==> src/rtl/seven_seg_scan.sv <==
// Four-digit common-anode seven-segment scanner: register, mode, serial bit, step count.
// Optional SEG_DP_HEARTBEAT_EN: decimal point on digit0 blinks from a full-scan counter.
module seven_seg_scan #(
  parameter int REFRESH_DIV  = 100000,
  parameter int BLANK_CYCLES = 1000
) (
  input  logic       clock,
  input  logic       reset,
  input  logic [3:0] data_in,
  input  logic [1:0] mode_in,
  input  logic       serial_in,
  input  logic       step_pulse,
  output logic [6:0] seg,
  output logic       dp,
  output logic [3:0] an
);

  localparam int CNT_MAX = (REFRESH_DIV > BLANK_CYCLES) ? REFRESH_DIV : BLANK_CYCLES;
  localparam int CNT_W   = (CNT_MAX > 2) ? $clog2(CNT_MAX) : 1;
  localparam logic [CNT_W-1:0] DRIVE_LAST = CNT_W'(REFRESH_DIV - 1);
  localparam logic [CNT_W-1:0] BLANK_LAST = CNT_W'((BLANK_CYCLES == 0) ? 0 : BLANK_CYCLES - 1);

  typedef enum logic {
    DRIVE = 1'b0,
    BLANK = 1'b1
  } state_t;

  state_t           state, state_n;
  logic [CNT_W-1:0] cnt, cnt_n;
  logic [1:0]       idx, idx_n;
  logic             wrap;
  logic [3:0]       step_cnt;

  logic [3:0] snap_data, snap_data_n;
  logic [1:0] snap_mode, snap_mode_n;
  logic       snap_ser, snap_ser_n;
  logic [3:0] snap_step, snap_step_n;
  logic       snap_load;

  logic [3:0] nib;
  logic [3:0] an_n;
  logic [6:0] seg_n;
  logic       dp_n;

  function automatic logic [6:0] hex_decode(input logic [3:0] v);
    logic [6:0] s;
    case (v)
      4'h0: s = 7'h40;
      4'h1: s = 7'h79;
      4'h2: s = 7'h24;
      4'h3: s = 7'h30;
      4'h4: s = 7'h19;
      4'h5: s = 7'h12;
      4'h6: s = 7'h02;
      4'h7: s = 7'h78;
      4'h8: s = 7'h00;
      4'h9: s = 7'h10;
      4'ha: s = 7'h08;
      4'hb: s = 7'h03;
      4'hc: s = 7'h46;
      4'hd: s = 7'h21;
      4'he: s = 7'h06;
      default: s = 7'h0e;
    endcase
    return s;
  endfunction

  always_ff @(posedge clock or posedge reset) begin
    if (reset) begin
      state <= DRIVE;
      cnt   <= '0;
      idx   <= 2'd0;
    end else begin
      state <= state_n;
      cnt   <= cnt_n;
      idx   <= idx_n;
    end
  end

  // With no blank phase the DRIVE terminal count advances the digit directly.
  always_comb begin
    state_n = state;
    cnt_n   = cnt + CNT_W'(1);
    idx_n   = idx;
    wrap    = 1'b0;
    case (state)
      DRIVE: begin
        if (cnt == DRIVE_LAST) begin
          cnt_n = '0;
          if (BLANK_CYCLES == 0) begin
            idx_n = idx + 2'd1;
            wrap  = (idx == 2'd3);
          end else begin
            state_n = BLANK;
          end
        end
      end
      BLANK: begin
        if (cnt == BLANK_LAST) begin
          cnt_n   = '0;
          idx_n   = idx + 2'd1;
          wrap    = (idx == 2'd3);
          state_n = DRIVE;
        end
      end
      default: begin
        state_n = DRIVE;
        cnt_n   = '0;
      end
    endcase
  end

  always_ff @(posedge clock or posedge reset) begin
    if (reset) begin
      step_cnt <= 4'd0;
    end else if (step_pulse) begin
      step_cnt <= step_cnt + 4'd1;
    end
  end

  // The snapshot taken on a digit's first DRIVE cycle feeds the output register on that same edge.
  assign snap_load   = (state == DRIVE) && (cnt == '0);
  assign snap_data_n = snap_load ? data_in   : snap_data;
  assign snap_mode_n = snap_load ? mode_in   : snap_mode;
  assign snap_ser_n  = snap_load ? serial_in : snap_ser;
  assign snap_step_n = snap_load ? step_cnt  : snap_step;

  always_ff @(posedge clock or posedge reset) begin
    if (reset) begin
      snap_data <= 4'd0;
      snap_mode <= 2'd0;
      snap_ser  <= 1'b0;
      snap_step <= 4'd0;
    end else begin
      snap_data <= snap_data_n;
      snap_mode <= snap_mode_n;
      snap_ser  <= snap_ser_n;
      snap_step <= snap_step_n;
    end
  end

`ifdef SEG_DP_HEARTBEAT_EN
  logic [7:0] scan_cnt;

  always_ff @(posedge clock or posedge reset) begin
    if (reset) begin
      scan_cnt <= 8'd0;
    end else if (wrap) begin
      scan_cnt <= scan_cnt + 8'd1;
    end
  end

  assign dp_n = ~((state == DRIVE) && (idx == 2'd0) && scan_cnt[7]);
`else
  assign dp_n = 1'b1;
`endif

  always_comb begin
    nib = 4'd0;
    case (idx)
      2'd0: nib = snap_data_n;
      2'd1: nib = {2'b00, snap_mode_n};
      2'd2: nib = {3'b000, snap_ser_n};
      default: nib = snap_step_n;
    endcase
  end

  always_comb begin
    an_n  = 4'b1111;
    seg_n = 7'h7f;
    if (state == DRIVE) begin
      an_n  = ~(4'b0001 << idx);
      seg_n = hex_decode(nib);
    end
  end

  always_ff @(posedge clock or posedge reset) begin
    if (reset) begin
      an  <= 4'b1111;
      seg <= 7'h7f;
      dp  <= 1'b1;
    end else begin
      an  <= an_n;
      seg <= seg_n;
      dp  <= dp_n;
    end
  end

endmodule

==> config.mk <==
export PLATFORM = sky130hd
export DESIGN_NAME = seven_seg_scan
export DESIGN_NICKNAME = d
export VERILOG_FILES = /design/src/rtl/seven_seg_scan.sv
export SDC_FILE = /design/constraint.sdc
export NUM_CORES = 1
export LEC_CHECK = 0
export ABC_AREA = 1
export BUFFER_PORTS_ARGS = -buffer_cell sky130_fd_sc_hd__buf_2
export CAP_MARGIN = 20
export CORE_MARGIN = 5
export CORE_UTILIZATION = 40
export CTS_CLUSTER_DIAMETER = 50
export DETAILED_ROUTE_END_ITERATION = 12
export SYNTH_ARGS = -nofsm -noshare
export SYNTH_HDL_FRONTEND = slang
export SYNTH_SLANG_ARGS = --single-unit
==> constraint.sdc <==
create_clock -name clock -period 2.85 [get_ports clock]
set_clock_uncertainty 0.1 [all_clocks]
set_input_delay 0.285 -clock clock [delete_from_list [all_inputs] [get_ports clock]]
set_output_delay 0.285 -clock clock [all_outputs]
set_load 0.005 [all_outputs]
==> metrics <==
outcome=finished clean; Worst Setup Start Kind=flop; Mapped Area=0.00273 mm2; Setup CP Type=flop to flop; final hold violation count=0; worst reg2reg path depth=18; max-slew violation count=0; reg-to-reg slack, setup=320 ps; multi-input logic area=0.00129 mm2; CTS tree=built; Die Area=0.00857 mm2; most frequent cell after synthesis=nand2_1; CP dominant cell by count=nand2_1; CTS Buf Count=5; synthesized net count=359; I/O Pins=22; Max IR drop VDD=248 uV; Area contributors post-synth=dfrtp_1, dfstp_2, nand2_1; max_cap viols=0; Cell Chain, Critical Path=inv_1 > ha_1 > inv_1 > nor2_1 > nand3_2 > nor2_4 > nand2_4 > nand2_1 > nand3_1 > nand3_1 > nand2_1 > nand2_1 > inv_1 > ha_1 > nand2_2 > nor2_1 > nor2_1 > nand2_1; Final ANT Viol Nets=0; die width=92.6 um; vias in the first global route=2,150; fraction of layout cells with a size suffix above 1=approximately 19%; final setup vio count=0; Worst path max stage delay=420 ps; FF-to-FF End=seg[1]; CP startpoint=cnt[0]; Clock Pin Slew Worst Setup and Hold Paths=roughly 90 ps; via count=2,190; fin nets=385; gr usage total=a little over an eighth; Hold Slack=between 100 and 150 ps; setup_tns=0 ps; top cell type's share of synthesized area=32.1%; drt first pass iters=4; vias per cell=4.95; DR DRC count=0; Final Cell Area=0.00304 mm2; Worst R2R Start=cnt[0]; worst skew pair latency=~300 ps; post-DP HPWL=4.21 mm; Clock Path Buffers=2; area leader, netlist=dfrtp_1; post-synthesis sequential area ratio=42.7%; Util after Layout=45.2%; cells after synthesis=335; port buffer count=20; yosys warns=0; first-pass GRT wire length=9.48 mm; minimum clock period=2530 ps; gp weighted congestion=between 0.8 and 0.9; Routed WL=~5.4 mm; CP max-delay cell=dfrtp_1; Avg Inst Size Synth=between 8 and 9 um2; cts repair resizes=0; endpoint type of the worst setup path=flop; f_max=396 MHz; CP arrival=2670 ps; drt initial violations=97; die span in y=roughly 93 um; leak pwr=1.57 nW; num rows=30; RSZ-0062 raised after global routing=no; largest net degree at the start of global routing=47; top_reg_cell synth=dfrtp_1; htree depth=2; post-synth cell types=35; Power Dens Cells=444 mW/mm2; crit share post-route=88.6%; core area=0.00672 mm2; hold path depth=2; placed cell area=0.00290 mm2; critical path data required time=2990 ps; initial antenna violation count=0; Initial Utilization=approximately 40%; CTS sink count=46; Post-synth EDFFs=0; CTS root buf=clkbuf_8; FFs w/ async S/R, synth=100%; register area=roughly 0.0012 mm2; GRT overflow=0; WHS Endpoint=step_cnt[0]; Hold Crit Start=step_pulse; post-synthesis register bit count=46; Avg WL per Cell=~12 um; Hold WC Path Type=input pin to flop; Fillers=673; Layout area overhead=11.3%; synth cell count leaders=nand2_1, inv_1, nand3_1; critical path peak fanout=14; # diodes=0
-- critical path: cells and delay by family (launching register included) --
kind	cells	cell delay (ps)
simple gates	13	1290
fa+ha+maj	2	440
flops	1	420
buf+inv	3	230
-- per-stage QoR --
step	power [mW]	instances	setup WS [ps]
6_report	1.35	442	325
5_1_grt	1.43	442	37.7
4_1_cts	1.37	440	316
3_5_place_dp	0.889	432	327
3_3_place_gp	0.885	432	420
2_1_floorplan	0.843	335	511
-- final cells by class --
type,instances,share of cell area (%)
Sequential cell,46,38.3
Inverter,59,7.50
Tap cell,80,3.29
Clock inverter,3,1.32
Multi-Input combinational cell,225,42.5
Timing Repair Buffer,24,4.78
Clock buffer,5,2.27
-- repair_timing --
action | in CTS | in global routing
hold buffers | 0 | 1
setup buffers | 0 | 0
endpoints found under the hold margin | 0 | 15
-- how the worst max path moves through the flow --
stage / end / slack (ps) / depth (start not counted)
finish: seg[1] / 320 / 18
global route: seg[1] / 40 / 18
CTS: seg[1] / 320 / 18
detailed placement: seg[1] / 330 / 18
global placement: seg[1] / 420 / 18
floorplan: seg[1] / 510 / 19
-- registers in the layout, summed over array words and instances (netlist names) --
name and flops:
snap_ser 1, cnt 17, seg 7, an 4, snap_data 4, state 1, snap_step 4, idx 2
step_cnt 4, snap_mode 2
-- cell usage in the layout, fill, tap and decap left out --
cell type,n
nand2_2,7
nor2_2,3
nor3_1,9
buf_4,2
buf_2,20
ha_1,14
o21a_1,3
buf_12,1
inv_2,1
inv_4,2
xnor2_1,2
nand4_1,9
o211ai_1,1
a21oi_2,1
nand3_2,4
nor4_1,6
and2_1,5
nand3b_1,1
dlygate4sd3_1,1
nand2_4,4
inv_1,55
xor2_1,6
a211oi_1,2
o21ai_0,4
bufinv_16,1
dfstp_2,11
o21ai_1,1
conb_1,1
clkbuf_8,5
nand3_1,36
nand2_1,66
nor2_4,4
nor2_1,29
dfrtp_1,35
nor3b_1,1
o31ai_1,1
clkinv_2,3
o211ai_4,1
a21oi_1,4
-- power breakdown --
part	internal [mW]	switching (mW)
Combinational	0.0609	0.0778
Sequential	0.703	0.0342
Clock	0.258	0.215
Total	1.02	0.327
-- cell families (layout without fill, tap and decap cells) --
group | count (synthesis) | count (layout) | share of synthesized area (%)
XOR/XNOR | 8 | 8 | 2.57
AND/OR/NAND/NOR | 184 | 184 | 33.5
other | 1 | 1 | 0.137
adder cells (fa/ha/maj) | 14 | 14 | 6.42
flip-flops | 46 | 46 | 42.7
buffers and inverters | 64 | 91 | 9.99
AO/OA/AOI/OAI | 18 | 18 | 4.68
-- routing by layer --
layer / wire length, um / track usage, % / part of all wire (%) / up-vias
li1: - / - / - / 1115
met1: 2410 / 16.2 / 45 / 1009
met2: 2690 / 24.2 / 50 / 57
met3: 233 / 2.92 / 4.3 / 9
met4: 64 / 3.59 / 1.2 / 0
met5: 0 / 0 / 0 / -
Note: power is estimated with default switching activity, not from simulation.
